===== src/rtl/ser2par_rx.sv =====
// ser2par_rx - serial-to-parallel receiver for the single-wire serial word link.
//
// Collects one wire bit per cycle in which sin_en is high. A bit sampled with
// sof high always starts a new word as bit 0, discarding any partial word.
// When the last bit of a word arrives, the word is loaded into a valid/ready
// output register. If that register is still occupied and is not being
// drained in the same cycle, the word is dropped and a sticky overrun flag is
// raised.
//
// Parameters:
//   WIDTH      word width in bits (>= 2)
//   MSB_FIRST  0: first wire bit lands in dout[0]; 1: first wire bit lands in dout[WIDTH-1]
//
// Ports:
//   clk          clock, rising edge
//   rst          synchronous active-high reset
//   sin          serial data bit, sampled when sin_en=1
//   sin_en       bit strobe
//   sof          start of frame, qualified by sin_en
//   dout         received word, stable while dout_valid=1
//   dout_valid   word available, held until accepted
//   dout_ready   consumer accept
//   busy         a frame is partially received
//   overrun      sticky: a completed word was dropped
//   overrun_clr  clears overrun (a same-cycle set wins)
//
// All outputs come straight from registers.

module ser2par_rx #(
    parameter int unsigned WIDTH     = 8,
    parameter bit          MSB_FIRST = 1'b0
) (
    input  logic             clk,
    input  logic             rst,
    input  logic             sin,
    input  logic             sin_en,
    input  logic             sof,
    output logic [WIDTH-1:0] dout,
    output logic             dout_valid,
    input  logic             dout_ready,
    output logic             busy,
    output logic             overrun,
    input  logic             overrun_clr
);

    // The counter only ever holds 0..WIDTH-1.
    localparam int unsigned CntW = (WIDTH > 2) ? $clog2(WIDTH) : 1;
    localparam logic [CntW-1:0] CntLast = CntW'(WIDTH - 1);
    localparam logic [CntW-1:0] CntOne  = CntW'(1);

    typedef enum logic [0:0] {
        StIdle,
        StShift
    } state_e;

    state_e            state_q, state_d;
    logic [CntW-1:0]   cnt_q, cnt_d;
    logic [WIDTH-1:0]  sh_q, sh_d;
    logic [WIDTH-1:0]  dout_q, dout_d;
    logic              dout_valid_q, dout_valid_d;
    logic              overrun_q, overrun_d;

    logic [WIDTH-1:0]  sh_shifted;
    logic              word_done;
    logic              out_free;
    logic              deliver;
    logic              drop;

    // Shift register with the current wire bit already folded in; on the
    // final-bit cycle this is the completed word.
    always_comb begin
        if (MSB_FIRST) begin
            sh_shifted = {sh_q[WIDTH-2:0], sin};
        end else begin
            sh_shifted = {sin, sh_q[WIDTH-1:1]};
        end
    end

    // ------------------------------------------------------------------
    // FSM state register
    // ------------------------------------------------------------------
    always_ff @(posedge clk) begin
        if (rst) begin
            state_q <= StIdle;
        end else begin
            state_q <= state_d;
        end
    end

    // ------------------------------------------------------------------
    // FSM next state, bit counter and shift register
    // ------------------------------------------------------------------
    always_comb begin
        state_d   = state_q;
        cnt_d     = cnt_q;
        sh_d      = sh_q;
        word_done = 1'b0;

        if (sin_en) begin
            unique case (state_q)
                StIdle: begin
                    // Bits outside a frame are ignored until a marker arrives.
                    if (sof) begin
                        sh_d    = sh_shifted;
                        cnt_d   = CntOne;
                        state_d = StShift;
                    end
                end

                StShift: begin
                    if (sof) begin
                        // Resync: drop the partial word without flagging it.
                        sh_d  = sh_shifted;
                        cnt_d = CntOne;
                    end else if (cnt_q == CntLast) begin
                        sh_d      = sh_shifted;
                        cnt_d     = '0;
                        word_done = 1'b1;
                        state_d   = StIdle;
                    end else begin
                        sh_d  = sh_shifted;
                        cnt_d = cnt_q + CntOne;
                    end
                end

                default: begin
                    state_d = StIdle;
                    cnt_d   = '0;
                end
            endcase
        end
    end

    // ------------------------------------------------------------------
    // Output register, handshake and overrun next state
    // ------------------------------------------------------------------
    always_comb begin
        // The slot is free when empty or being drained this very cycle, which
        // lets back-to-back words stream without a bubble.
        out_free     = !dout_valid_q || dout_ready;
        deliver      = word_done && out_free;
        drop         = word_done && !out_free;

        dout_d       = dout_q;
        dout_valid_d = dout_valid_q;
        overrun_d    = overrun_q;

        if (deliver) begin
            dout_d       = sh_shifted;
            dout_valid_d = 1'b1;
        end else if (dout_valid_q && dout_ready) begin
            dout_valid_d = 1'b0;
        end

        // Set takes priority over clear so a drop is never lost.
        if (drop) begin
            overrun_d = 1'b1;
        end else if (overrun_clr) begin
            overrun_d = 1'b0;
        end
    end

    // ------------------------------------------------------------------
    // Datapath registers
    // ------------------------------------------------------------------
    always_ff @(posedge clk) begin
        if (rst) begin
            cnt_q        <= '0;
            sh_q         <= '0;
            dout_q       <= '0;
            dout_valid_q <= 1'b0;
            overrun_q    <= 1'b0;
        end else begin
            cnt_q        <= cnt_d;
            sh_q         <= sh_d;
            dout_q       <= dout_d;
            dout_valid_q <= dout_valid_d;
            overrun_q    <= overrun_d;
        end
    end

    assign dout       = dout_q;
    assign dout_valid = dout_valid_q;
    assign busy       = (state_q == StShift);
    assign overrun    = overrun_q;

endmodule


===== config.mk =====
export PLATFORM = sky130hd
export DESIGN_NAME = ser2par_rx
export DESIGN_NICKNAME = d
export VERILOG_FILES = /design/src/rtl/ser2par_rx.sv
export SDC_FILE = /design/constraint.sdc
export NUM_CORES = 1
export LEC_CHECK = 0
export BUFFER_PORTS_ARGS = -buffer_cell sky130_fd_sc_hd__buf_2
export CORE_UTILIZATION = 55
export CTS_CLUSTER_SIZE = 12
export DETAILED_ROUTE_END_ITERATION = 12
export GPL_ROUTABILITY_DRIVEN = 0
export PLACE_DENSITY = 0.8
export SYNTH_ARGS = -nofsm -noshare
export SYNTH_HDL_FRONTEND = slang
export SYNTH_SLANG_ARGS = --single-unit

===== constraint.sdc =====
create_clock -name clk -period 2.6 [get_ports clk]
set_clock_uncertainty 0.15 [all_clocks]
set_input_delay 0 -clock clk [delete_from_list [all_inputs] [get_ports clk]]
set_output_delay 0 -clock clk [all_outputs]
set_load 0.01 [all_outputs]

==> impl_metrics.csv, run 1 <==
group,metric,value,unit
sta,max_freq,404.8,MHz
setup_path,critPathMaxStageDelay,0.57,ns
routing,ant_nets,0,
synthesis,seq_area_frac_synth,0.4732,
setup_path,cp-startpoint,"cnt_q[0]",
sta,slew_viol_final,0,
setup_path,critPathSlowestCell,"dlygate4sd3_1",
final_layout,final_nets,126,
power_and_ir_drop,leakage,0.0005000,uW
routing,vias,658,
setup_path,rrSetupSlack,0.13,ns
synthesis,yosysTopAreaCellShare,0.4732,
synthesis,yosys.area.top_type,"dfxtp_1",
synthesis,syn-cell-area,888.4,sq um
sta,layout_min_cycle_time,2.471,ns
routing,wire_per_inst,11.11,um
global_routing,grt_pass1_wl,2.497,mm
floorplan,top_level_ports,18,
sta,max_slew_margin,0.6557,
clock_network,clock_sinks,21,
clock_network,clock-root-buffer,"clkbuf_4",
clock_network,cts_tree,"yes",
floorplan,fp.dieW,42.19,um
power_and_ir_drop,power_density,477.0,nW/um^2
routing,drt_first_pass_iters,4,
hold_path,hold_path.class,"flip-flop to flip-flop",
floorplan,core_area,1506,sq um
setup_path,cp_max_fo,4,
setup_path,startpoint_type,"flip-flop",
sta,worst_slew_pin_slew,0.5141,ns
setup_path,worst_r2r_path_depth,7,
setup_path,cp.arrival,2.53,ns
synthesis,synth_area_leaders,"dfxtp_1 (47%), mux2i_1 (17%), nand2b_1 (12%), nor2_1 (4.6%), ha_1 (2.8%)",
synthesis,ys.flop_type,"dfxtp_1",
global_routing,grt-ovfl-total,0,
clock_network,cts_max_level,1,
synthesis,syn-mean-instance-area,10.21,sq um
routing,routed_wl,1.466,mm
final_layout,area_delta_synth_final,25.92,%
clock_network,cts.clk_slew.worst_paths,0.12,ns
sta,rsz0062_at_grt,"false",
setup_path,crit_chain,"ha_1 -> ha_1 -> nand4b_2 -> a2bb2oi_1 -> dlygate4sd3_1 -> nor2_1 -> dlygate4sd3_1",
setup_path,required,2.66,ns
clock_network,cts_max_path_buffers,2,
run_status,outcome,"complete, no violations",
synthesis,synth_edf_count,0,
setup_path,setup.worst_path.class,"flip-flop to flip-flop",
floorplan,die-area,1780,sq um
setup_path,worstReg2RegEnd,"overrun",
global_routing,grt_max_degree,30,
global_routing,first_global_vias,620,
clock_network,post_cts_buffers,0,
job,maxCapViolCount,0,
power_and_ir_drop,finalPower,533.5,uW
floorplan,initial_core_util,0.5897,
synthesis,yosys_warnings,0,
global_routing,antenna_found_initial,0,
final_layout,fillers,121,
clock_network,cts_made_buffers,3,
routing,route.detailed.drc,0,
setup_path,critPathCaptureType,"flip-flop",
synthesis,synth_seq_cells,21,
synthesis,synth_xor_xnor_area_share,0,
sta,fin_crit_sh,0.9503,
routing,vias_per_cell,4.985,
synthesis,syn_inst,87,
clock_network,clkLatencyLatePin,0.31,ns
synthesis,postSynthNetCount,96,
synthesis,synth_top_family_by_area,"simple AND/OR/NAND/NOR gates",
setup_path,crit_end,"overrun",
sta,finalSetupViolCount,0,
setup_path,r2r-start,"cnt_q[0]",
synthesis,synthMuxAreaShare,0.1690,
global_routing,grtUsageTotal,0.1853,
floorplan,dieHeight,42.19,um
place,place.port_buffers,17,
power_and_ir_drop,peakVddDrop,0.0003156,V
final_layout,layout-drive-gt1-share,0.2069,
final_layout,antenna_cells,0,
routing,dr.first_iter.drc_count,8,
floorplan,rows,14,
sta,finalSetupTns,0,ns
synthesis,async_reset_ff_frac,0,
synthesis,synthDistinctLibCells,19,
synthesis,yosys.area_share.adder,0.02817,
sta,hold_viol_final,0,
synthesis,yosys.area_share.simple,0.2239,
place,dp_hpwl,901.5,um
synthesis,synth_compound_gate_area_share,0.07183,
## critical path, delay by kind of cell (launching register included)
| kind | cells | cell delay, ns |
|---|---|---|
| compound gates | 1 | 0.16 |
| flops | 1 | 0.35 |
| buf+inv | 2 | 1.13 |
| fa+ha+maj | 2 | 0.43 |
| simple gates | 2 | 0.16 |
## flip-flops by register name (all words and copies together) (netlist names)
signal      cells
dout            8
sh_q            7
cnt_q           3
busy            1
dout_valid      1
overrun         1
## cells in the final DEF (no fill, tap or decap), drive strengths merged
cell,n
nand2b,17
dfxtp,21
nand2,3
o21ai,2
a21oi,2
a22oi,2
clkbuf,3
a32oi,1
ha,2
a2bb2oi,1
nor3b,1
and3b,1
mux2i,15
clkinv,1
nand4b,1
nor2b,1
inv,2
nor2,11
dlygate4sd3,12
buf,17
## cell families (layout without fill, tap and decap cells)
kind of cell / after synthesis / count (layout)
simple gates: 35 / 35
flops: 21 / 21
mux: 15 / 15
compound gates: 8 / 8
buf+inv: 6 / 35
fa+ha+maj: 2 / 2
## power by group
group	switching [uW]	total [uW]	internal, uW
combinational	19.6	44.7	25.1
clock	101	159	57.5
sequential	4.46	330	326
## cell usage after synthesis (2+ instances only)
master / count
dfxtp_1: 21
inv_1: 2
nor2_1: 11
a21oi_1: 2
mux2i_1: 15
clkbuf_1: 3
a22oi_1: 2
nand2_1: 3
nand2b_1: 17
ha_1: 2
## area by class of cell
class	count	area, sq um	area share
Multi-Input combinational cell	60	437.9	0.3915
Sequential cell	21	420.4	0.3758
Timing Repair Buffer	29	205.2	0.1834
Clock buffer	3	22.52	0.02013
Tap cell	16	20.02	0.01790
Inverter	2	7.507	0.006711
Clock inverter	1	5.005	0.004474
## worst min path at each step
stage,startpoint,end,slack (ns),cells past startpoint
finish,dout[2],dout[2],0.33,2
global route,dout[5],dout[5],0.35,2
CTS,dout[2],dout[2],0.33,2
detailed placement,sin,sh_q[7],0.11,3
global placement,sin,sh_q[7],0.10,3
floorplan,sin,sh_q[7],-0.006,2
## what timing repair did
| item | CTS | global route |
|---|---|---|
| endpoints found under the setup margin | 0 | 0 |
| endpoints found under the hold margin | 14 | 0 |
| resized for setup | 0 | 0 |
| hold buffers | 12 | 0 |
## per-stage QoR
step / setup slack [ns] / hold slack [ns] / cells / utilization / instance area [sq um]
2_1_floorplan: 1.138 / -0.006057 / 87 / - / 888.4
4_1_cts: 0.1465 / 0.3339 / 132 / 0.7425 / 1119
3_3_place_gp: 0.8280 / 0.1017 / 116 / 0.6445 / 970.9
3_5_place_dp: 0.7860 / 0.1086 / 116 / 0.6445 / 970.9
5_1_grt: 0.03709 / 0.3502 / 132 / 0.7425 / 1119
6_report: 0.1293 / 0.3304 / 132 / 0.7425 / 1119
## metal layers
layer,up-vias,GRT usage,wire [um]
met1,289,0.2247,707
met5,-,0,0
li1,349,-,-
met4,0,0.1313,40
met3,5,0.02586,49
met2,15,0.2985,668
Power figures use the tool's default switching activity.
==> inputs of run 2 (changes only) <==
--- a/config.mk
+++ b/config.mk
@@ -5,7 +5,7 @@
 export SDC_FILE = /design/constraint.sdc
 export NUM_CORES = 1
 export LEC_CHECK = 0
-export BUFFER_PORTS_ARGS = -buffer_cell sky130_fd_sc_hd__buf_2
+export BUFFER_PORTS_ARGS = -buffer_cell sky130_fd_sc_hd__buf_4
 export CORE_UTILIZATION = 55
 export CTS_CLUSTER_SIZE = 12
 export DETAILED_ROUTE_END_ITERATION = 12
==> impl_metrics.csv, run 2 (synthesis gave the netlist of run 1 again) <==
group,metric,value,unit
run_status,outcome,"complete, no violations",
sta,layout_min_cycle_time,1.872,ns
routing,vias_per_cell,5.155,
sta,max_slew_margin,0.6525,
power_and_ir_drop,leakage,0.0004894,uW
hold_path,hold_path.class,"flip-flop to flip-flop",
setup_path,setup.worst_path.class,"flip-flop to flip-flop",
power_and_ir_drop,p_int,413.6,uW
floorplan,core_area,1506,sq um
routing,vias,665,
clock_network,cts_max_path_buffers,2,
power_and_ir_drop,power_density,470.0,nW/um^2
sta,fin_crit_sh,0.7202,
final_layout,final_common_cell,"dfxtp_1",
final_layout,layout-drive-gt1-share,0.2035,
sta,slew_viol_final,0,
global_routing,grtUsageTotal,0.1995,
routing,route.detailed.drc,0,
power_and_ir_drop,p_switching,117.4,uW
place,dp_hpwl,982.3,um
clock_network,clock_sinks,21,
final_layout,largest_reg_flops,8,
setup_path,cpLargestDelayFamily,"buffers and inverters",
setup_path,cp_max_fo,4,
clock_network,clock-root-buffer,"clkbuf_4",
sta,max_freq,534.1,MHz
final_layout,fin_cells,129,
setup_path,cp.arrival,1.92,ns
power_and_ir_drop,pwr-share-seq,0.622,
setup_path,startpoint_type,"flip-flop",
power_and_ir_drop,pwr-share-comb,0.093,
clock_network,cts.clk_slew.worst_paths,0.11,ns
place,place_inst,116,
power_and_ir_drop,p_sw_frac,0.2210,
final_layout,antenna_cells,0,
routing,ant_nets,0,
global_routing,grt-ovfl-total,0,
routing,routed_wl,1.599,mm
floorplan,fp.dieW,42.19,um
setup_path,crit_chain,"ha_1 -> ha_1 -> nand2_1 -> a22oi_1 -> dlygate4sd3_1 -> nor2_1",
power_and_ir_drop,finalPower,531.0,uW
clock_network,cts_max_level,1,
global_routing,grt_max_degree,30,
clock_network,post_cts_buffers,0,
power_and_ir_drop,peakVddDrop,0.0003949,V
routing,wire_per_inst,12.40,um
sta,worst_slew_pin_slew,0.5190,ns
setup_path,path_buf_inv,1,
floorplan,top_level_ports,18,
final_layout,fillers,118,
final_layout,area_delta_synth_final,27.18,%
setup_path,worst_path_most_repeated_cell,"ha_1",
sta,hold_viol_final,0,
floorplan,dieHeight,42.19,um
floorplan,rows,14,
final_layout,finalCoreUtilization,0.7500,
place,place_ws,0.7736,ns
sta,rsz0062_at_grt,"false",
sta,finalSetupViolCount,0,
sta,finalWorstSetupSlack,0.7276,ns
floorplan,die-area,1780,sq um
final_layout,final_cell_mix,"dfxtp_1 (21), nand2b_1 (17), buf_4 (17), mux2i_1 (15), nor2_1 (11)",
power_and_ir_drop,p_clk_frac,0.285,
floorplan,initial_core_util,0.5897,
global_routing,antenna_found_initial,0,
clock_network,clkLatencyLatePin,0.30,ns
setup_path,critPathMaxStageDelay,0.58,ns
final_layout,final_nets,123,
place,place.port_buffers,17,
global_routing,grt_pass1_wl,2.615,mm
setup_path,required,2.64,ns
routing,drt_first_pass_iters,3,
routing,dr.first_iter.drc_count,7,
sta,finalSetupTns,0,ns
clock_network,cts_tree,"yes",
setup_path,critPathSlowestCell,"dlygate4sd3_1",
setup_path,critPathCaptureType,"flip-flop",
global_routing,first_global_vias,622,
clock_network,cts_made_buffers,3,
job,maxCapViolCount,0,
-- run 2: changes by cell type in the layout (fill, tap and decap cells not counted), sizes merged --
cell	before	now
dlygate4sd3	12	9
clkbuf	3	4
clkinv	1	0
-- run 2: area by class of cell --
type                       instances  area (sq um)  share of cell area
multi-input combinational         60         437.9              0.3876
sequential                        21         420.4              0.3721
timing repair buffer              26         217.7              0.1927
clock buffer                       4         26.28             0.02326
tap                               16         20.02             0.01772
inverter                           2         7.507            0.006645
-- run 2: final timing paths --
kind | from | end | slack [ns] | cells past startpoint
worst max-delay path | cnt_q[0] | busy | 0.73 | 6
worst min-delay path | dout[1] | dout[1] | 0.33 | 2
worst max register to register | cnt_q[0] | busy | 0.73 | 6
worst min register to register | dout[1] | dout[1] | 0.33 | 2
-- run 2: power by group through the flow --
stage                     clock, uW  sequential, uW  combinational [uW]
after floorplan                   0             337                23.5
after global placement            0             337                37.3
after detailed placement          0             337                37.6
after CTS                       158             330                48.1
after global routing            165             331                53.4
final                           152             330                49.1
-- run 2: routing by layer --
| metal | share of wire | GRT usage | up-vias | wire length (um) |
|---|---|---|---|---|
| met1 | 0.44 | 0.2050 | 307 | 703 |
| met2 | 0.52 | 0.3662 | 12 | 836 |
| met4 | 0.0063 | 0.1125 | 0 | 10 |
| met5 | 0 | 0 | - | 0 |
| met3 | 0.030 | 0.04310 | 2 | 48 |
| li1 | - | - | 344 | - |
-- run 2: worst min-delay path: stages (launching register included) --
cell,delay (ns)
dfxtp_1,0.33
nand2b_1,0.06
mux2i_1,0.05
-- run 2: timing repair --
item	4_1_cts	5_1_grt
hold endpoints to repair	16	0
hold buffers	9	0
endpoints found under the setup margin	0	0
gates resized for setup	0	0
-- run 2: through the flow --
step           hold WS (ns)  area, sq um
3_3_place_gp        0.09516         1013
5_1_grt              0.3404         1130
2_1_floorplan     -0.006057        888.4
6_report             0.3268         1130
4_1_cts              0.3323         1130
3_5_place_dp         0.1049         1013
==> inputs of run 3 (changes only) <==
--- a/config.mk
+++ b/config.mk
@@ -6,11 +6,11 @@
 export NUM_CORES = 1
 export LEC_CHECK = 0
 export BUFFER_PORTS_ARGS = -buffer_cell sky130_fd_sc_hd__buf_4
-export CORE_UTILIZATION = 55
+export CORE_UTILIZATION = 51
 export CTS_CLUSTER_SIZE = 12
 export DETAILED_ROUTE_END_ITERATION = 12
 export GPL_ROUTABILITY_DRIVEN = 0
-export PLACE_DENSITY = 0.8
+export PLACE_DENSITY = 0.75
 export SYNTH_ARGS = -nofsm -noshare
 export SYNTH_HDL_FRONTEND = slang
 export SYNTH_SLANG_ARGS = --single-unit
==> constraint.sdc (replaced) <==
create_clock -name clk -period 1.9 [get_ports clk]
set_clock_uncertainty 0.15 [all_clocks]
set_input_delay 0 -clock clk [delete_from_list [all_inputs] [get_ports clk]]
set_output_delay 0 -clock clk [all_outputs]
set_load 0.01 [all_outputs]
==> impl_metrics.csv, run 3 (synthesis gave the netlist of run 1 again) <==
group,metric,value,unit
routing,route.detailed.drc,0,
power_and_ir_drop,p_int,574.8,uW
final_layout,final_area,1179,sq um
sta,slew_viol_final,0,
floorplan,core_area,1559,sq um
setup_path,cpLargestDelayFamily,"buffers and inverters",
sta,whs,0.3314,ns
sta,finalSetupViolCount,0,
clock_network,cts_made_buffers,3,
job,maxCapViolCount,0,
setup_path,path_buf_inv,1,
clock_network,clock-root-buffer,"clkbuf_4",
power_and_ir_drop,power_density,628.8,nW/um^2
run_status,outcome,"complete, no violations",
setup_path,path_depth,5,
power_and_ir_drop,p_clk_frac,0.286,
setup_path,critPathSlowestCell,"dlygate4sd3_1",
routing,dr.first_iter.drc_count,11,
final_layout,fillers,113,
global_routing,grtUsageTotal,0.2033,
hold_path,hold_path.class,"flip-flop to flip-flop",
final_layout,final_cell_mix,"buf_4 (23), dfxtp_1 (20), nand2b_1 (17), mux2i_1 (15), nor2_1 (11)",
setup_path,setup.worst_path.class,"flip-flop to flip-flop",
floorplan,rows,14,
sta,fin_crit_sh,0.9262,
sta,max_slew_margin,0.8045,
power_and_ir_drop,peakVddDrop,0.0005976,V
power_and_ir_drop,p_sw_frac,0.2244,
sta,finalSetupTns,0,ns
setup_path,critPathCaptureType,"flip-flop",
setup_path,worst_r2r_path_depth,5,
final_layout,largest_reg_flops,8,
clock_network,clock_sinks,21,
sta,hold_viol_final,0,
routing,wire_per_inst,12.61,um
setup_path,cp.arrival,1.87,ns
sta,max_freq,568.3,MHz
final_layout,final_nets,129,
floorplan,die-area,1913,sq um
final_layout,final_common_cell,"buf_4",
setup_path,critPathMaxStageDelay,0.55,ns
routing,routed_wl,1.703,mm
power_and_ir_drop,finalPower,741.1,uW
global_routing,grt_max_degree,30,
global_routing,antenna_found_initial,0,
clock_network,cts.clk_slew.worst_paths,0.11,ns
global_routing,busiest_layer,"met2",
power_and_ir_drop,pwr-share-seq,0.610,
clock_network,clkLatencyLatePin,0.31,ns
global_routing,grt-ovfl-total,0,
sta,worst_slew_pin_slew,0.2928,ns
setup_path,cp_max_fo,4,
routing,vias,694,
setup_path,required,2.01,ns
setup_path,crit_chain,"ha_1 -> ha_2 -> nand4b_2 -> a21oi_1 -> dlygate4sd3_1",
global_routing,met3_usage,0.07500,
routing,ant_nets,0,
place,dp_hpwl,1.018,mm
final_layout,layout-drive-gt1-share,0.2605,
hold_path,hold_path_depth,2,
floorplan,top_level_ports,18,
global_routing,grt_use_met1,0.2388,
global_routing,grt_pass1_wl,2.649,mm
sta,rsz0062_at_grt,"false",
final_layout,area_delta_synth_final,32.68,%
power_and_ir_drop,pwr-share-comb,0.104,
power_and_ir_drop,p_switching,166.3,uW
global_routing,grtUsageMet2,0.3194,
global_routing,first_global_vias,598,
floorplan,initial_core_util,0.5698,
final_layout,antenna_cells,0,
routing,drt_first_pass_iters,4,
power_and_ir_drop,leakage,0.0005148,uW
clock_network,cts_max_level,1,
clock_network,cts_tree,"yes",
clock_network,cts_max_path_buffers,2,
routing,vias_per_cell,5.141,
place,place.port_buffers,17,
sta,layout_min_cycle_time,1.760,ns
floorplan,fp.dieW,43.74,um
floorplan,dieHeight,43.74,um
place,place_area,1021,sq um
setup_path,startpoint_type,"flip-flop",
==> run 3: layer usage <==
metal / up-vias / part of all wire
met5: - / 0
met4: 0 / 0.018
met3: 4 / 0.042
met2: 15 / 0.51
met1: 319 / 0.43
li1: 356 / -
==> run 3: final timing paths <==
check / to / start / slack [ns]
max: dout_valid / cnt_q[0] / 0.14
min: cnt_q[0] / cnt_q[0] / 0.33
max reg2reg: dout_valid / cnt_q[0] / 0.14
min reg2reg: cnt_q[0] / cnt_q[0] / 0.33
==> run 3: final cells by class <==
cell class,instances,area (sq um),area share
Multi-Input combinational cell,60,440.4,0.3737
Tap cell,16,20.02,0.01699
Clock buffer,4,26.28,0.02229
Timing Repair Buffer,32,262.8,0.2229
Sequential cell,21,421.7,0.3577
Inverter,2,7.507,0.006369
==> run 3: power by group through the flow <==
stage / registers (uW) / logic (uW) / clock network, uW
6_report: 452 / 77.0 / 212
2_1_floorplan: 461 / 32.1 / 0
3_5_place_dp: 462 / 51.5 / 0
3_3_place_gp: 461 / 51.5 / 0
4_1_cts: 452 / 65.6 / 223
5_1_grt: 453 / 83.3 / 242
==> run 3: worst register-to-register path, cell delays in order (launching register included) <==
cell	delay [ns]
dfxtp_2	0.36
ha_1	0.16
ha_2	0.21
nand4b_2	0.14
a21oi_1	0.15
dlygate4sd3_1	0.55
==> run 3: timing repair <==
item	CTS	global route
setup endpoints to repair	0	3
setup buffers	0	5
endpoints found under the hold margin	19	0
hold buffers	9	0
resized for setup	0	2
==> run 3: per-stage QoR <==
stage,std cells,setup slack [ns],util
6_report,135,0.1403,0.7560
5_1_grt,135,0.005464,0.7560
4_1_cts,130,0.03882,0.7295
3_5_place_dp,117,0.2634,0.6549
3_3_place_gp,117,0.3213,0.6549
2_1_floorplan,87,0.4384,-
